[src/rtl/mux8_rr_arbiter.sv]
// Round-robin arbiter sharing an 8:1 single-bit mux, with bounded tenure.
// Optional MUX8_ARB_PRIO0_EN: requester 0 wins every IDLE arbitration.
module mux8_rr_arbiter #(
  parameter int MAX_HOLD = 16,
  parameter int CNT_W    = 5
) (
  input  logic       clk,
  input  logic       rst_n,
  input  logic [7:0] req,
  input  logic [7:0] in,
  output logic [7:0] gnt,
  output logic [2:0] sel,
  output logic       q,
  output logic       q_valid,
  output logic       busy
);

  typedef enum logic {IDLE, GRANT} state_t;

  localparam logic [CNT_W-1:0] LIM =
    CNT_W'(MAX_HOLD == 0 ? 0 : MAX_HOLD - 1);

  state_t           state;
  state_t           state_d;
  logic [2:0]       last;
  logic [2:0]       off;
  logic [2:0]       idx;
  logic [2:0]       win;
  logic             found;
  logic [7:0]       rr_req;
  logic [CNT_W-1:0] hold_cnt;
  logic             rel;

  // Search starts just after the last winner so it ends up lowest priority
  always_comb begin
    rr_req = req;
`ifdef MUX8_ARB_PRIO0_EN
    rr_req[0] = 1'b0;
`endif
    off   = last + 3'd1;
    win   = off;
    idx   = '0;
    found = 1'b0;
    for (int i = 0; i < 8; i++) begin
      idx = off + 3'(i);
      if (!found && rr_req[idx]) begin
        win   = idx;
        found = 1'b1;
      end
    end
`ifdef MUX8_ARB_PRIO0_EN
    if (req[0]) win = 3'd0;
`endif
  end

  assign rel = !req[sel] ||
               ((MAX_HOLD != 0) && (hold_cnt == LIM));

  always_ff @(posedge clk or negedge rst_n) begin
    if (!rst_n) state <= IDLE;
    else        state <= state_d;
  end

  always_comb begin
    state_d = state;
    unique case (1'b1)
      state == IDLE:  if (|req) state_d = GRANT;
      state == GRANT: if (rel)  state_d = IDLE;
      default:        state_d = IDLE;
    endcase
  end

  always_comb begin
    busy = (state == GRANT);
  end

  always_ff @(posedge clk or negedge rst_n) begin
    if (!rst_n) begin
      gnt      <= '0;
      sel      <= '0;
      q        <= 1'b0;
      q_valid  <= 1'b0;
      hold_cnt <= '0;
      last     <= 3'd7;
    end else begin
      unique case (1'b1)
        state == IDLE: begin
          if (|req) begin
            gnt      <= 8'd1 << win;
            sel      <= win;
            last     <= win;
            hold_cnt <= '0;
          end
        end
        state == GRANT: begin
          if (rel) begin
            gnt      <= '0;
            q_valid  <= 1'b0;
            hold_cnt <= '0;
          end else begin
            q       <= in[sel];
            q_valid <= 1'b1;
            if (hold_cnt != '1) hold_cnt <= hold_cnt + 1'b1;
          end
        end
        default: begin
          gnt     <= '0;
          q_valid <= 1'b0;
        end
      endcase
    end
  end

endmodule
[config.mk]
export PLATFORM = sky130hd
export DESIGN_NAME = mux8_rr_arbiter
export DESIGN_NICKNAME = d
export VERILOG_FILES = /design/src/rtl/mux8_rr_arbiter.sv
export SDC_FILE = /design/constraint.sdc
export NUM_CORES = 1
export LEC_CHECK = 0
export ABC_AREA = 1
export BUFFER_PORTS_ARGS = -buffer_cell sky130_fd_sc_hd__buf_2
export CORE_MARGIN = 3
export CORE_UTILIZATION = 52
export CTS_CLUSTER_SIZE = 20
export DETAILED_ROUTE_END_ITERATION = 7
export PLACE_DENSITY = 0.89
export SLEW_MARGIN = 5
export SYNTH_ARGS = -nofsm -noshare
export SYNTH_HDL_FRONTEND = slang
export SYNTH_SLANG_ARGS = --single-unit
[constraint.sdc]
create_clock -name clk -period 2.6 [get_ports clk]
set_input_delay 0.13 -clock clk [delete_from_list [all_inputs] [get_ports clk]]
set_output_delay 0.13 -clock clk [all_outputs]
set_load 0.02 [all_outputs]
==> results of run 1 <==
sequential cells by signal (all words and copies together) (netlist names):
name and count:
last 3, busy 1, q_valid 1, q 1, sel 3, hold_cnt 5
gnt 8
metrics by stage:
step | cell area (sq um) | TNS [ns] | hold WS, ns | setup WS (ns) | instances
2_1_floorplan | 2140 | 0 | -0.166 | 0.0655 | 341
3_3_place_gp | 2340 | 0 | 0.107 | 0.114 | 419
3_5_place_dp | 2340 | 0 | 0.106 | 0.0457 | 419
4_1_cts | 2400 | 0 | 0.355 | 0.00691 | 424
5_1_grt | 2720 | -2.40 | 0.403 | -0.256 | 440
6_report | 2720 | -0.330 | 0.343 | -0.0597 | 440
what timing repair did:
item                       CTS  global route
resized for setup            0            52
setup endpoints to repair    0            14
hold buffers                 1             0
buffers inserted             0            15
hold endpoints to repair    19             0
cells by family after synthesis:
logic type | count (synthesis) | synth area share
AO/OA/AOI/OAI | 41 | 0.110
multiplexers | 1 | 0.00472
XOR/XNOR | 1 | 0.00413
AND/OR/NAND/NOR | 227 | 0.500
flip-flops | 22 | 0.261
buffers and inverters | 44 | 0.0903
adder cells (fa/ha/maj) | 5 | 0.0295
final timing paths:
| path | endpoint | slack, ns | cells after the start |
|---|---|---|---|
| max | gnt[4]$_DFFE_PN0P_ | -0.06 | 18 |
| min | gnt[6]$_DFFE_PN0P_ | 0.34 | 2 |
| max reg2reg | gnt[4]$_DFFE_PN0P_ | -0.06 | 18 |
| min reg2reg | q_valid$_DFFE_PN0P_ | 0.50 | 2 |
| max in group asynchronous | last[0]$_DFFE_PN1P_ | 1.91 | 2 |
| min in group clk | q$_DFFE_PN0P_ | 0.43 | 6 |
cells in the mapped netlist, types with 2 or more instances:
cell      number  area (sq um)
nand3_2        2          20.0
o21ai_1        4          20.0
a21oi_1        8          40.0
nand2_1      134           503
nand4_1        8          50.1
nor3_1         2          10.0
nor2_1        20          75.1
inv_1         33           124
ha_1           5          62.6
nand2_2       20           125
o21ai_0       19          95.1
buf_6          2          22.5
nand2_4        5          56.3
dfstp_2        3          78.8
nand3_1       30           150
o21bai_1       3          22.5
o22ai_1        3          18.8
nand4_2        2          25.0
dfrtp_1       19           475
buf_4          2          15.0
inv_2          4          15.0
nor2_4         2          22.5
cell type report:
| cell class | instances | area share |
|---|---|---|
| sequential | 22 | 0.203 |
| timing repair inverter | 1 | 0.00230 |
| inverter | 38 | 0.0570 |
| clock buffer | 4 | 0.0165 |
| timing repair buffer | 52 | 0.124 |
| multi-input combinational | 275 | 0.574 |
| tap | 48 | 0.0220 |
metal layers:
layer,vias up,routed length (um),GRT usage,part of all wire
met5,-,0,0,0
met4,0,190,0.0234,0.030
met3,25,566,0.0360,0.088
met2,139,3100,0.376,0.48
met1,1184,2560,0.286,0.40
li1,1191,-,-,-
==> flow_metrics.tcl, run 1 <==
set metrics [dict create \
    status "finished, violations left" \
    violations "negative setup slack" \
    cpMostUsedCell "nand2_2" \
    areaGrowthSynthToFinish_pct 28.4 \
    synth_edf_count 0 \
    syn_area_sq_um 2120 \
    regArea_sq_um 554 \
    wirelength_um 6410 \
    antenna_found_initial 0 \
    start_kind "register" \
    crit_fanout 8 \
    required_ns 2.76 \
    drtIter0Drc 263 \
    place.port_buffers 31 \
    drive_above_1_share 0.337 \
    final_nets 416 \
    finalSetupViolations 9 \
    drv_cap 0 \
    r2r_start "last[0]$_DFFE_PN1P_" \
    hold_class "primary input to async pin" \
    core-area_sq_um 3800 \
    clock_path_buffers 2 \
    min_period_ns 2.66 \
    ios 32 \
    htreeDepth 1 \
    hpwl_um 4100 \
    clk_pin_slew_ns 0.08 \
    cpMaxStageDelayCell "dfstp_2" \
    clock_skew_ns 0.00352 \
    wl_per_cell_um 14.6 \
    worst_pin_slew_ns 0.465 \
    clock_latency_ns 0.27 \
    ys_seq_elements 22 \
    cp.arrival_ns 2.82 \
    cp_top_family "simple AND/OR/NAND/NOR gates" \
    critPathCaptureType "register" \
    diodes 0 \
    postSynthAreaPerCell_sq_um 6.22 \
    routed_via_density 5.77 \
    critical_path_buf_inv_count 2 \
    numCtsBuffers 3 \
    initial_core_util 0.558 \
    setup.worst_path.class "register to register" \
    drc 0 \
    vias 2539 \
    startpoint "last[0]$_DFFE_PN1P_" \
    netlist_instances 341 \
    die_y_um 69.9 \
    syn-num-nets 364 \
    async_flop_share 1.00 \
    ys.flop_type "dfrtp_1" \
    fp.dieArea_sq_um 4880 \
    fin_util 0.717 \
    cts_root_buf "clkbuf_8" \
    rsz0062_at_grt "yes" \
    hold_viol_final 0 \
    gp_congestion 0.880 \
    std_cell_rows 22 \
    fin_ws_ns -0.0597 \
    synth_cell_types 33 \
    max_slew_margin 0.690 \
    grtUsageTotal 0.214 \
    grt_remaining_overflow 0 \
    fillCellCount 259 \
    max_freq_mhz 376 \
    drt_pass1_iterations 7 \
    grt_pass1_vias 1985 \
    maxSlewViolCount 0 \
    crit_chain "inv_4, ha_4, inv_8, nand2_2, nand2_4, nand2_2, nand2_4, nand2_2, nand2_2, nand3_4, nor2_4, nand4_4, nor2_1, nor2_1, nand2_2, nand2_2, nand2_1, o21bai_1" \
    grt_pass1_wl_um 8780 \
    postRouteAntennaNets 0 \
    dieWidth_um 69.9 \
    cpPeakStageDelay_ns 0.57 \
    multi_input_area_sq_um 1560 \
    fin_crit_sh 1.02 \
    yosysWarnings 0 \
    cts_tree "yes" \
    final_cell_mix "114 x nand2_1, 34 x nand2_2, 32 x inv_1, 31 x buf_2, 25 x nand3_1" \
    ys_seq_area_frac 0.261 \
    grt_max_degree 23 \
    final_common_cell "nand2_1" \
    cts.sinks 22 \
]
Power of run 1 is not shown: default switching activity piles up to over one toggle a cycle in this logic, so the estimate is an artifact.
==> run 2, diff against run 1 <==
CORE_MARGIN = 10   (was 3)
==> run 2 against run 1 <==
The run still ends with negative setup slack left; critical path type unchanged; worst hold slack improved by 0.0091 ns; maximum frequency is 2.2% higher; largest cell class unchanged; via count down 4.1%; global-route usage fell by 6.4 points; flip-flop and latch count did not move; utilization decreased by 1.9 points.
==> flow_metrics.tcl, run 2 (synthesis gave the netlist of run 1 again) <==
set metrics [dict create \
    gp_congestion 0.906 \
    max_slew_margin 0.683 \
    largest_reg_flops 8 \
    grt_pass1_vias 2175 \
    postRouteAntennaNets 0 \
    grt_max_degree 23 \
    cp.arrival_ns 2.79 \
    required_ns 2.79 \
    clk_pin_slew_ns 0.07 \
    fin_ws_ns -0.00204 \
    post_dp_cell_area_sq_um 2340 \
    dieWidth_um 83.9 \
    htreeDepth 1 \
    final_common_cell "nand2_1" \
    drtIter0Drc 299 \
    hold_viol_final 0 \
    grt_pass1_wl_um 9400 \
    violations "negative setup slack" \
    antenna_found_initial 0 \
    routed_via_density 5.49 \
    critPathCaptureType "register" \
    wl_per_cell_um 14.2 \
    grtUsageTotal 0.151 \
    drv_cap 0 \
    rsz0062_at_grt "yes" \
    cts_root_buf "clkbuf_8" \
    cts.sinks 22 \
    die_y_um 83.9 \
    drt_pass1_iterations 4 \
    cts_tree "yes" \
    vias 2436 \
    maxSlewViolCount 0 \
    numCtsBuffers 3 \
    min_period_ns 2.60 \
    finalSetupViolations 1 \
    fin_crit_sh 1.00 \
    start_kind "register" \
    drc 0 \
    hold_class "primary input to async pin" \
    setup.worst_path.class "register to register" \
    grt_remaining_overflow 0 \
    std_cell_rows 23 \
    fp.dieArea_sq_um 7030 \
    top_regs "gnt: 8 flops, hold_cnt: 5 flops" \
    place.port_buffers 31 \
    ff2ff_path_depth 18 \
    status "finished, violations left" \
    regMostFlops "gnt" \
    clock_skew_ns 0.00248 \
    fin_area_sq_um 2770 \
    areaGrowthSynthToFinish_pct 30.7 \
    wirelength_um 6310 \
    core-area_sq_um 3970 \
    final_nets 418 \
    worst_pin_slew_ns 0.476 \
    ios 32 \
    hpwl_um 4290 \
    initial_core_util 0.534 \
    final_cell_mix "110 x nand2_1, 36 x nand2_2, 33 x inv_1, 31 x buf_2, 22 x nand3_1" \
    clock_path_buffers 2 \
    clock_latency_ns 0.26 \
    drive_above_1_share 0.363 \
    max_freq_mhz 384 \
    crit_fanout 7 \
    diodes 0 \
]
-- run 2: changes by cell type in the layout (fill, tap and decap cells not counted), moves of 2 or more --
cell,previous run,this run
nand3_2,6,9
nor2_4,4,2
nand2_1,114,110
nand2_2,34,36
nor2_2,1,4
buf_4,17,20
nand2_4,11,13
nand3_1,25,22
-- run 2: timing repair --
item / CTS / global route
gates resized for setup: 1 / 57
endpoints found under the hold margin: 19 / 0
buffers inserted: 1 / 17
hold buffers: 1 / 0
cloned: 0 / 1
setup endpoints to repair: 9 / 14
pin swaps: 1 / 27
-- run 2: layout make-up --
cell class | count | area, sq um
tap | 50 | 62.6
multi-input combinational | 275 | 1600
sequential | 22 | 554
timing repair inverter | 1 | 6.26
clock buffer | 4 | 55.1
fill | 324 | 1200
inverter | 38 | 153
timing repair buffer | 54 | 338
-- run 2: stage by stage --
| step | instances | utilization | setup TNS [ns] | hold WS [ns] | setup WS, ns |
|---|---|---|---|---|---|
| after floorplan | 341 | - | 0 | -0.166 | 0.0655 |
| after global placement | 420 | 0.589 | 0 | 0.102 | 0.0375 |
| after detailed placement | 420 | 0.589 | -0.0647 | 0.106 | -0.0251 |
| after CTS | 426 | 0.607 | 0 | 0.355 | 0.00644 |
| after global routing | 444 | 0.698 | -1.83 | 0.398 | -0.170 |
| final | 444 | 0.698 | -0.00204 | 0.352 | -0.00204 |
-- run 2: worst max-delay path, cell delays in order (launching register included) --
cell and delay, ns:
dfstp_2 0.56, inv_4 0.05, ha_4 0.29, buf_4 0.16, inv_4 0.07, nand3_1 0.09
nand2_2 0.09, nand2_2 0.07, nand2_4 0.09, nand3_4 0.09, nor2_4 0.21, nand4_4 0.15
nand2_1 0.09, inv_1 0.05, nand2_2 0.06, nand2_2 0.07, nand2_2 0.08, nand2_4 0.07
o21bai_1 0.17
-- run 2: worst paths after layout --
| path | startpoint | to | slack (ns) |
|---|---|---|---|
| max in group asynchronous | rst_n | last[1]$_DFFE_PN1P_ | 1.90 |
| worst min register to register | q$_DFFE_PN0P_ | q$_DFFE_PN0P_ | 0.47 |
| worst max register to register | last[0]$_DFFE_PN1P_ | gnt[7]$_DFFE_PN0P_ | -0.002 |
| worst min-delay path | rst_n | gnt[4]$_DFFE_PN0P_ | 0.35 |
| min in group clk | in[0] | q$_DFFE_PN0P_ | 0.38 |
| worst max-delay path | last[0]$_DFFE_PN1P_ | gnt[7]$_DFFE_PN0P_ | -0.002 |
-- run 2: metal layers --
layer  part of all wire  global-route usage
met5                  0                   0
met2               0.53               0.275
met3              0.052              0.0146
met1               0.39               0.178
met4              0.033              0.0472
Power of run 2 is left out for the same reason.
==> run 3, diff against run 2 <==
CELL_PAD_IN_SITES_DETAIL_PLACEMENT = 0   (was not set)
CELL_PAD_IN_SITES_GLOBAL_PLACEMENT = 2   (was not set)
CORE_UTILIZATION = 27   (was 52)
PLACE_DENSITY = 0.87   (was 0.89)
==> run 3 against run 2 <==
The flow now finishes without violations; worst setup slack improved by 0.042 ns; global-route usage is 4.6 points lower; register-to-register slack better by 0.04 ns; critical path type unchanged; largest cell class unchanged; highest routed layer unchanged.
==> flow_metrics.tcl, run 3 (synthesis gave the netlist of run 1 again) <==
set metrics [dict create \
    status "completed" \
    ff2ff_path_depth 16 \
    final_common_cell "nand2_1" \
    cp_top_family "simple AND/OR/NAND/NOR gates" \
    grt_pass1_wl_um 10300 \
    max_slew_margin 0.687 \
    cts_root_buf "clkbuf_8" \
    hpwl_um 4860 \
    fp.dieArea_sq_um 11800 \
    gp_congestion 0.825 \
    clock_path_buffers 2 \
    drive_above_1_share 0.361 \
    start_kind "register" \
    diodes 0 \
    cpMostUsedCell "nand2_4" \
    drt_pass1_iterations 4 \
    clk_pin_slew_ns 0.08 \
    core-area_sq_um 7690 \
    critPathCaptureType "register" \
    grt_remaining_overflow 0 \
    top_regs "gnt: 8 flops, hold_cnt: 5 flops" \
    largest_reg_flops 8 \
    antenna_found_initial 0 \
    postRouteAntennaNets 0 \
    areaGrowthSynthToFinish_pct 33.9 \
    r2r_end "gnt[2]$_DFFE_PN0P_" \
    crit_chain "inv_4, ha_4, inv_6, buf_6, nand3_4, nand2_4, nand2_4, nand2_4, nand3_4, nor2_4, nand4_4, nor2_1, nor2_1, nand2_2, nand3_1, o21ai_1" \
    numCtsBuffers 3 \
    max_freq_mhz 391 \
    vias 2270 \
    ios 32 \
    place.port_buffers 31 \
    fin_crit_sh 0.985 \
    fillCellCount 857 \
    regMostFlops "gnt" \
    r2r_start "last[0]$_DFFE_PN1P_" \
    dieWidth_um 109 \
    clock_skew_ns 0.00276 \
    clock_latency_ns 0.26 \
    rsz0062_at_grt "yes" \
    fin_ws_ns 0.0401 \
    reg2reg_slack_ns 0.04 \
    cts.sinks 22 \
    final_nets 412 \
    final_cell_mix "106 x nand2_1, 38 x nand2_2, 32 x inv_1, 31 x buf_2, 22 x nand3_1" \
    required_ns 2.79 \
    wirelength_um 6280 \
    die_y_um 109 \
    finalSetupViolations 0 \
    grt_pass1_vias 2179 \
    drv_cap 0 \
    std_cell_rows 32 \
    drtIter0Drc 87 \
    cp.depth 16 \
    maxSlewViolCount 0 \
    cts_tree "yes" \
    htreeDepth 1 \
    grt_max_degree 23 \
    min_period_ns 2.56 \
    worst_pin_slew_ns 0.469 \
    cpPeakStageDelay_ns 0.58 \
    cpMaxStageDelayCell "dfstp_2" \
    crit_fanout 6 \
    cp.arrival_ns 2.75 \
    initial_core_util 0.276 \
    pre_cts_slack_ns -0.0228 \
    setup.worst_path.class "register to register" \
    drc 0 \
    hold_class "primary input to async pin" \
    hold_viol_final 0 \
    routed_via_density 4.63 \
    critical_path_buf_inv_count 3 \
    wl_per_cell_um 12.8 \
    grtUsageTotal 0.105 \
]
-- run 3: cell count changes in the layout (fill, tap and decap cells not counted), moves of 2 or more --
cell     change
buf_4        -7
nand2_1      -4
nand3_2      -3
nand3_4      +3
nand2_2      +2
nand2_4      +2
-- run 3: how the worst max path moves through the flow --
stage                             start                 end  slack (ns)
detailed placement  last[0]$_DFFE_PN1P_  gnt[0]$_DFFE_PN0P_       -0.02
global placement    last[0]$_DFFE_PN1P_  gnt[1]$_DFFE_PN0P_       -0.05
floorplan           last[0]$_DFFE_PN1P_  sel[2]$_DFFE_PN0P_        0.07
CTS                 last[0]$_DFFE_PN1P_  gnt[7]$_DFFE_PN0P_       0.005
global route        last[0]$_DFFE_PN1P_  gnt[4]$_DFFE_PN0P_       -0.14
finish              last[0]$_DFFE_PN1P_  gnt[2]$_DFFE_PN0P_        0.04
-- run 3: final cells by class --
class | instances | area (sq um) | area share
Inverter | 38 | 153 | 0.0537
Multi-Input combinational cell | 275 | 1640 | 0.577
Tap cell | 102 | 128 | 0.0449
Clock buffer | 4 | 55.1 | 0.0194
Timing Repair Buffer | 49 | 312 | 0.110
Sequential cell | 22 | 554 | 0.195
-- run 3: layer usage --
layer | global-route usage | vias to the layer above | part of all wire
met3 | 0.0153 | 7 | 0.031
met1 | 0.140 | 1049 | 0.48
met5 | 0 | - | 0
li1 | - | 1182 | -
met4 | 0.0245 | 0 | 0.011
met2 | 0.173 | 32 | 0.48
-- run 3: what timing repair did --
action                                  4_1_cts  5_1_grt
buffers inserted                              1       10
pin swaps                                     1       27
endpoints found under the setup margin        6       14
cloned                                        0        0
hold buffers                                  1        0
hold endpoints to repair                     19        0
gates resized for setup                       2       71
-- run 3: through the flow --
step,std cells,hold slack (ns),utilization,area [sq um],TNS (ns)
global placement,474,0.118,0.314,2420,-0.136
finish,490,0.340,0.369,2840,0
CTS,480,0.359,0.325,2500,0
global route,490,0.394,0.369,2840,-1.38
floorplan,341,-0.166,-,2140,0
detailed placement,474,0.116,0.314,2420,-0.0624
Power of run 3 is left out for the same reason.
